$ cat src/rtl/fir_sig_gen.sv
// fir_sig_gen: test-signal source for a FIR filter input. Emits signed samples
// (triangle tone from a phase accumulator, optionally plus LFSR noise) with a
// one-cycle en_o strobe every div+1 cycles, for len samples or continuously.
// Optional feature macro: FIR_SIG_GEN_NOISE_EN (adds the LFSR noise source and
// output saturation; when undefined the output is the pure triangle).
module fir_sig_gen #(
  parameter int          SIG_W     = 8,
  parameter int          ACC_W     = 16,
  parameter int          DIV_W     = 8,
  parameter int          LEN_W     = 16,
  parameter int          NOISE_W   = 4,
  parameter logic [15:0] LFSR_SEED = 16'hACE1
) (
  input  logic                    clk_i,
  input  logic                    rst_i,
  input  logic                    start_i,
  input  logic                    stop_i,
  input  logic [DIV_W-1:0]        div_i,
  input  logic [ACC_W-1:0]        step_i,
  input  logic [LEN_W-1:0]        len_i,
  output logic signed [SIG_W-1:0] noisy_sig_o,
  output logic                    en_o,
  output logic                    busy_o,
  output logic                    done_o
);

  typedef enum logic [1:0] {IDLE, RUN, DONE} state_t;

  localparam logic [SIG_W-1:0] TONE_OFS = SIG_W'(2 ** (SIG_W - 2));

  // Elaboration-time parameter sanity check
  if (SIG_W < 4 || ACC_W < SIG_W || NOISE_W > SIG_W || NOISE_W < 1 ||
      LFSR_SEED == 16'h0000) begin : g_bad_cfg
    $error("fir_sig_gen: illegal parameter combination");
  end

  state_t                  state_q;
  logic [DIV_W-1:0]        div_q;
  logic [ACC_W-1:0]        step_q;
  logic [LEN_W-1:0]        len_q;
  logic [ACC_W-1:0]        acc_q;
  logic [DIV_W-1:0]        cnt_q;
  logic [LEN_W-1:0]        scnt_q;
  logic signed [SIG_W-1:0] sig_q;
  logic                    en_q;
  logic                    done_q;
  logic                    busy_q;

  logic [SIG_W-1:0]        p;
  logic [SIG_W-2:0]        t;
  logic [SIG_W-1:0]        tone;
  logic signed [SIG_W-1:0] sample_d;

`ifdef FIR_SIG_GEN_NOISE_EN
  localparam logic signed [SIG_W:0] SAT_MAX = (SIG_W+1)'(2 ** (SIG_W - 1) - 1);
  localparam logic signed [SIG_W:0] SAT_MIN = (SIG_W+1)'(-(2 ** (SIG_W - 1)));

  logic [15:0]             lfsr_q;
  logic [15:0]             lfsr_d;
  logic signed [SIG_W:0]   noise;
  logic signed [SIG_W:0]   sum;
`endif

  // Sample generation from the current (pre-advance) accumulator and LFSR
  always_comb begin
    p    = acc_q[ACC_W-1 -: SIG_W];
    t    = p[SIG_W-1] ? ~p[SIG_W-2:0] : p[SIG_W-2:0];
    tone = {1'b0, t} - TONE_OFS;
`ifdef FIR_SIG_GEN_NOISE_EN
    lfsr_d = {lfsr_q[0] ^ lfsr_q[2] ^ lfsr_q[3] ^ lfsr_q[5], lfsr_q[15:1]};
    noise  = {{(SIG_W + 1 - NOISE_W){lfsr_q[NOISE_W-1]}}, lfsr_q[NOISE_W-1:0]};
    sum    = $signed({tone[SIG_W-1], tone}) + noise;
    if (sum > SAT_MAX)      sample_d = SAT_MAX[SIG_W-1:0];
    else if (sum < SAT_MIN) sample_d = SAT_MIN[SIG_W-1:0];
    else                    sample_d = sum[SIG_W-1:0];
`else
    sample_d = tone;
`endif
  end

  // Run-control FSM with registered outputs
  always_ff @(posedge clk_i) begin
    if (rst_i) begin
      state_q <= IDLE;
      div_q   <= '0;
      step_q  <= '0;
      len_q   <= '0;
      acc_q   <= '0;
      cnt_q   <= '0;
      scnt_q  <= '0;
      sig_q   <= '0;
      en_q    <= 1'b0;
      done_q  <= 1'b0;
      busy_q  <= 1'b0;
`ifdef FIR_SIG_GEN_NOISE_EN
      lfsr_q  <= LFSR_SEED;
`endif
    end else begin
      en_q   <= 1'b0;
      done_q <= 1'b0;
      unique case (state_q)
        IDLE: begin
          if (start_i) begin
            div_q   <= div_i;
            step_q  <= step_i;
            len_q   <= len_i;
            acc_q   <= '0;
            cnt_q   <= '0;
            scnt_q  <= '0;
            busy_q  <= 1'b1;
            state_q <= RUN;
          end
        end
        RUN: begin
          if (stop_i) begin
            busy_q  <= 1'b0;
            state_q <= IDLE;
          end else if (cnt_q == div_q) begin
            cnt_q <= '0;
            en_q  <= 1'b1;
            sig_q <= sample_d;
            acc_q <= acc_q + step_q;
`ifdef FIR_SIG_GEN_NOISE_EN
            lfsr_q <= lfsr_d;
`endif
            // Continuous mode (len 0) leaves the sample count frozen.
            if (len_q != '0) begin
              if (scnt_q == len_q - 1'b1) state_q <= DONE;
              else                        scnt_q  <= scnt_q + 1'b1;
            end
          end else begin
            cnt_q <= cnt_q + 1'b1;
          end
        end
        DONE: begin
          // DONE coincides with the final en_o cycle; the registered done_o
          // therefore lands on the following cycle, as busy_o drops.
          done_q  <= 1'b1;
          busy_q  <= 1'b0;
          state_q <= IDLE;
        end
        default: begin
          busy_q  <= 1'b0;
          state_q <= IDLE;
        end
      endcase
    end
  end

  assign noisy_sig_o = sig_q;
  assign en_o        = en_q;
  assign busy_o      = busy_q;
  assign done_o      = done_q;

endmodule

$ cat config.mk
export PLATFORM = sky130hd
export DESIGN_NAME = fir_sig_gen
export DESIGN_NICKNAME = d
export VERILOG_FILES = /design/src/rtl/fir_sig_gen.sv
export SDC_FILE = /design/constraint.sdc
export NUM_CORES = 1
export LEC_CHECK = 0
export ABC_AREA = 1
export CAP_MARGIN = 20
export CORE_AREA = 2 2 98 100
export DETAILED_ROUTE_END_ITERATION = 6
export DIE_AREA = 0 0 100 102
export PLACE_DENSITY = 0.81
export SLEW_MARGIN = 40
export SYNTH_ARGS = -nofsm -noshare
export SYNTH_HDL_FRONTEND = slang
export SYNTH_SLANG_ARGS = --single-unit
$ cat constraint.sdc
create_clock -name clk_i -period 5 [get_ports clk_i]
set_clock_uncertainty 0.1 [all_clocks]
set_input_delay 1 -clock clk_i [delete_from_list [all_inputs] [get_ports clk_i]]
set_output_delay 1 -clock clk_i [all_outputs]
set_load 0.1 [all_outputs]
After elaboration in Yosys (flattened, before gate mapping)
Cells that the tools add are included.

cells by class
  add/sub/neg operators = 5
  multiply operators = 0
  divide/modulo/power cells = 0
  magnitude comparators = 0
  equality and inequality tests = 13
  shifts and indexed selects = 0
  muxes and demuxes = 25
  bitwise logic cells = 3
  reduce and logical (&&, ||, !) cells = 11

operators with widths
  cell                     number
  $mux W16                 7
  $pmux W16 S2             2
  $mux W8                  3
  $add A16 B1 Y16 const B  1
  $add A16 B16 Y16         1
  $eq A16 B16 Y1           1
  $pmux W8 S2              1
  $reduce_bool A16 Y1      1
  $sub A16 B1 Y16 const B  1
  $ne A2 B2 Y1 const B     6
  $mux W2                  5
  $ne A3 B3 Y1 const B     3
  $add A8 B1 Y8 const B    1
  $eq A8 B8 Y1             1
  $reduce_and A4 Y1        2
  $sub A7 B7 Y8 const B    1
  $mux W7                  1
  $not A7 Y7               1
  $reduce_and A3 Y1        2
  $reduce_and A6 Y1        1
  $mux W1                  4
  $pmux W2 S2              1
  $reduce_and A2 Y1        2
  $reduce_or A3 Y1         1
  other kinds (6)          7

word-level totals
  register bits after elaboration = 93
  bits in latches = 0
  RAM bits = 0
  memory bits (read-only) = 0
  bits of input ports = 44
  output and inout port bits = 11
  logic and storage cells = 68
  memories kept = 0

Depth between registers and ports, before layout
  word-level depth = 7
  depth in mapped cells = 19
  mapped depth without buffers = 19

Least setup slack after synthesis
No wires, ideal clock.

  path type = register -> output
  start = register, netlist name noisy_sig_o[6]
  end = output noisy_sig_o[7]
  data arrival time = 1369 ps
  data required time = 3900 ps
  setup slack = 2531 ps
  cell stages (with the launch flop) = 2
  buffers on the path = 1
  path through = dfxtp_1 > buf_4

RTL lines
  element        line  source
  end, declared  21    output logic signed [SIG_W-1:0] noisy_sig_o,

Worst setup path in the final report
  start = input stop_i
  end = register scnt_q[1]

on the way
  word-level cells in the longest chain between the ends = 2

ends and longest elaborated chain
  element                      line  source
  start, declared              17    input logic stop_i,
  $ne A2 B2 Y1 (no line)       n/a
  $reduce_and A6 Y1 (no line)  n/a
  end signal, assigned         129   else scnt_q <= scnt_q + 1'b1;
  end, declared                43    logic [LEN_W-1:0] scnt_q;

No other way between the ends.
A chain may end at the register's enable or synchronous reset.

==> results_dict.tcl <==
set metrics [dict create \
    outcome "completed" \
    max_freq_ghz 0.325 \
    syn_area_per_cell_um2 6.91 \
    critical_path.startpoint_type "input pin" \
    diodes 0 \
    post_place_setup_slack_ns 1.55 \
    final_antenna_net_count 0 \
    cts_buf_count 9 \
    finalSetupViolCount 0 \
    num_rows 35 \
    drtPass1Iterations 5 \
    peakVddDrop_mv 0.164 \
    r2r_cells 12 \
    path_depth 11 \
    path_clk_slew_ns 0.09 \
    design.die.area_mm2 0.0102 \
    placed_area_mm2 0.00579 \
    first_global_vias 4734 \
    clockRootBuffer "sky130_fd_sc_hd__clkbuf_8" \
    wire_length_of_the_first_global_routing_pass_mm 21.0 \
    finalCritPeriodShare_pct 61.5 \
    p_leak_uw 0.00250 \
    synth.ff_latch_count 92 \
    final_area_mm2 0.00597 \
    dp_hpwl_mm 9.10 \
    cts.hold.buffers_added 0 \
    cts.path.max_buffers 2 \
    area_growth_syn_to_layout_pct 13.3 \
    design.core.area_mm2 0.00911 \
    async_flop_share_pct 0 \
    num_vias 5090 \
    r2r_endpoint "scnt_q[1]" \
    grt-ovfl-total 0 \
    report.final.slew_viol_count 0 \
    finished_core_util_pct 65.5 \
    path_common_cell "sky130_fd_sc_hd__nor2_1" \
    slew_headroom_pct 52.8 \
    p_per_area_mw_per_mm2 266 \
    pnr_total_power_uw 1590 \
    pin_count 55 \
    buffer_ports.inserted 54 \
    yosys.cell_types.count 38 \
    setup_repair_after_global_routing_missed_its_margin "no" \
    synth-edff-count 0 \
    post_synth_inst_count 762 \
    viasPerCell 5.54 \
    setup_total_negative_slack_ns 0 \
    worstSetupEndpointType "flip-flop" \
    cp.required_ns 5.14 \
    wirelength_mm 12.6 \
    die_w_um 100 \
    initial_standard_cell_utilization_of_the_core_pct 57.8 \
    drc 0 \
    drv_cap 0 \
    grt_util_all_layers_pct 25.3 \
    crit-reg2reg-launch "state_q[1]" \
    grt_antenna_before_repair 0 \
    timing_worst_slew_pin_value_ns 0.706 \
    fillers 847 \
    timing.hold.worst.class "flip-flop to flip-flop" \
    critical_path.startpoint "stop_i" \
    critical_path.slowest_cell "sky130_fd_sc_hd__clkdlybuf4s50_1" \
    cts_sinks 92 \
    post_cts_resize_count 0 \
    yosys_warnings 0 \
    synth_flop_cell "sky130_fd_sc_hd__dfxtp_1" \
    drt_first_iter_violations 278 \
    layout_min_cycle_time_ns 3.08 \
    grt_max_degree 44 \
    finalNetCount 866 \
    critPathCapture "scnt_q[1]" \
    mappedNetlistNets 825 \
    route.detailed.wl_per_inst_um 13.8 \
    crit_chain "clkdlybuf4s50_1 -> nor2_1 -> inv_1 -> nor2_1 -> buf_4 -> nor2_2 -> inv_2 -> nand2_8 -> nand2_1 -> nand2_1 -> nor2_1" \
    cp_num_buf_inv 4 \
    post-cts-setup-buffer-count 0 \
    tritoncts_clock_tree "built" \
    slowest_delay_ns 0.48 \
    worst-path-max-fanout 29 \
    setup_slack_on_the_worst_flop_to_flop_path_ns 2.07 \
    worstPathArrival_ns 3.22 \
    report.final.hold_viol_count 0 \
    syn_area_mm2 0.00527 \
    clock_tree.htree_level_count 3 \
    path_delay_family "buffers and inverters" \
    finalWorstSetupSlack_ns 1.92 \
    die_y_um 102 \
    setup.worst_path.class "input pin to flip-flop" \
    globalplace.congestion 0.960 \
    drive_above_1_share_pct 9.54 \
    seq_area_frac_synth_pct 35.0 \
    worstSkewPairLatency_ns 0.36 \
]
cells by family (layout without fill, tap and decap cells):
group / count (synthesis) / after routing / synth area share, %
compound gates: 159 / 159 / 16.5
xor+xnor: 37 / 37 / 6.15
fa+ha+maj: 19 / 19 / 4.65
buf+inv: 94 / 139 / 7.27
flops: 92 / 92 / 35.0
simple gates: 361 / 361 / 30.4
routing by layer:
metal | vias up | track usage [%] | share of wire [%] | routed length [µm]
met4 | 0 | 9.80 | 2.7 | 337
met2 | 129 | 46.3 | 49 | 6240
li1 | 2578 | - | - | -
met1 | 2350 | 30.2 | 44 | 5610
met3 | 33 | 3.28 | 3.6 | 458
met5 | - | 0 | 0 | 0
state kept, by name, summed over array words and instances, names as in the netlist:
register and flops:
len_q 16, scnt_q 16, en_o 1, step_q 16, acc_q 16, done_o 1, cnt_q 8, busy_o 1
noisy_sig_o 7, state_q 2, div_q 8
per-stage QoR:
stage,hold WS [ns],cells
2_1_floorplan,0.329,762
3_3_place_gp,0.361,903
3_5_place_dp,0.367,903
4_1_cts,0.381,918
5_1_grt,0.403,918
6_report,0.378,918
cells in the final DEF, fill, tap and decap left out:
master,netlist,layout
sky130_fd_sc_hd__nand2_1,130,130
sky130_fd_sc_hd__nor2_1,115,114
sky130_fd_sc_hd__dfxtp_1,92,92
sky130_fd_sc_hd__o21ai_0,67,67
sky130_fd_sc_hd__a21oi_1,66,66
sky130_fd_sc_hd__inv_1,61,60
sky130_fd_sc_hd__nand3_1,54,54
sky130_fd_sc_hd__clkdlybuf4s50_1,0,43
sky130_fd_sc_hd__xor2_1,26,26
sky130_fd_sc_hd__ha_1,18,18
sky130_fd_sc_hd__nor3_1,14,14
sky130_fd_sc_hd__nand2_2,14,14
sky130_fd_sc_hd__xnor2_1,11,11
sky130_fd_sc_hd__clkbuf_8,0,11
sky130_fd_sc_hd__buf_2,5,11
sky130_fd_sc_hd__a21oi_2,10,10
sky130_fd_sc_hd__nand4_1,8,8
sky130_fd_sc_hd__or2_2,7,7
sky130_fd_sc_hd__nor2_2,5,6
sky130_fd_sc_hd__a21o_1,5,5
sky130_fd_sc_hd__buf_4,2,5
sky130_fd_sc_hd__nor3b_1,4,4
sky130_fd_sc_hd__clkinv_1,3,3
sky130_fd_sc_hd__nor4_1,3,3
sky130_fd_sc_hd__nor2_4,3,3
sky130_fd_sc_hd__inv_2,1,2
sky130_fd_sc_hd__o31ai_1,2,2
sky130_fd_sc_hd__o21bai_1,2,2
sky130_fd_sc_hd__a31oi_1,2,2
sky130_fd_sc_hd__o21ai_1,2,2
sky130_fd_sc_hd__nand2_4,2,2
sky130_fd_sc_hd__clkinvlp_4,0,2
sky130_fd_sc_hd__clkinv_2,0,2
sky130_fd_sc_hd__or2_0,1,1
sky130_fd_sc_hd__a31o_2,1,1
sky130_fd_sc_hd__o211a_1,1,1
sky130_fd_sc_hd__a221oi_1,1,1
sky130_fd_sc_hd__nand2_8,1,1
sky130_fd_sc_hd__fa_1,1,1
Yosys cell counts, types with 2 or more instances:
| library cell | count | area share, % |
|---|---|---|
| sky130_fd_sc_hd__a21o_1 | 5 | 0.71 |
| sky130_fd_sc_hd__a21oi_1 | 66 | 6.3 |
| sky130_fd_sc_hd__a21oi_2 | 10 | 1.7 |
| sky130_fd_sc_hd__a31oi_1 | 2 | 0.24 |
| sky130_fd_sc_hd__buf_2 | 5 | 0.47 |
| sky130_fd_sc_hd__buf_4 | 2 | 0.28 |
| sky130_fd_sc_hd__clkbuf_1 | 20 | 1.4 |
| sky130_fd_sc_hd__clkinv_1 | 3 | 0.21 |
| sky130_fd_sc_hd__dfxtp_1 | 92 | 35 |
| sky130_fd_sc_hd__ha_1 | 18 | 4.3 |
| sky130_fd_sc_hd__inv_1 | 61 | 4.3 |
| sky130_fd_sc_hd__nand2_1 | 130 | 9.3 |
| sky130_fd_sc_hd__nand2_2 | 14 | 1.7 |
| sky130_fd_sc_hd__nand2_4 | 2 | 0.43 |
| sky130_fd_sc_hd__nand3_1 | 54 | 5.1 |
| sky130_fd_sc_hd__nand4_1 | 8 | 0.95 |
| sky130_fd_sc_hd__nor2_1 | 115 | 8.2 |
| sky130_fd_sc_hd__nor2_2 | 5 | 0.59 |
| sky130_fd_sc_hd__nor2_4 | 3 | 0.64 |
| sky130_fd_sc_hd__nor3_1 | 14 | 1.3 |
| sky130_fd_sc_hd__nor3b_1 | 4 | 0.57 |
| sky130_fd_sc_hd__nor4_1 | 3 | 0.36 |
| sky130_fd_sc_hd__o21ai_0 | 67 | 6.4 |
| sky130_fd_sc_hd__o21ai_1 | 2 | 0.19 |
| sky130_fd_sc_hd__o21bai_1 | 2 | 0.28 |
| sky130_fd_sc_hd__o31ai_1 | 2 | 0.28 |
| sky130_fd_sc_hd__or2_2 | 7 | 0.83 |
| sky130_fd_sc_hd__xnor2_1 | 11 | 1.8 |
| sky130_fd_sc_hd__xor2_1 | 26 | 4.3 |
worst min path at each step:
stage	from	endpoint	slack, ns	depth (start not counted)
after floorplan	state_q[1]	done_o	0.33	2
after global placement	acc_q[0]	acc_q[0]	0.36	2
after detailed placement	acc_q[0]	acc_q[0]	0.37	2
after CTS	acc_q[0]	acc_q[0]	0.38	2
after global routing	acc_q[0]	acc_q[0]	0.40	2
final	acc_q[0]	acc_q[0]	0.38	2
worst reg2reg max path, stage by stage, from the launching register on:
cell and delay (ns):
sky130_fd_sc_hd__dfxtp_1 0.34, sky130_fd_sc_hd__inv_1 0.05, sky130_fd_sc_hd__nand2_1 0.52, sky130_fd_sc_hd__nor2_1 0.14, sky130_fd_sc_hd__inv_1 0.12, sky130_fd_sc_hd__nor2_1 0.05, sky130_fd_sc_hd__buf_4 0.19, sky130_fd_sc_hd__nor2_2 0.46
sky130_fd_sc_hd__inv_2 0.38, sky130_fd_sc_hd__nand2_8 0.27, sky130_fd_sc_hd__nand2_1 0.09, sky130_fd_sc_hd__nand2_1 0.06, sky130_fd_sc_hd__nor2_1 0.04
layout make-up:
| class | instances | area (µm²) | share of cell area (%) |
|---|---|---|---|
| multi-input cells | 576 | 3050 | 51.0 |
| flip-flops and latches | 92 | 1840 | 30.8 |
| repair buffers | 59 | 523 | 8.76 |
| clock buffers | 11 | 151 | 2.54 |
| well taps | 111 | 139 | 2.33 |
| clock inverters | 4 | 25.0 | 0.419 |
| inverters | 65 | 244 | 4.09 |
power by group:
part	switching, µW	leakage, µW	internal (µW)
combinational	197	0.00166	118
sequential	33.7	0.000753	769
clock	266	0.0000872	204
No activity file was read; power rests on OpenSTA's default activity.
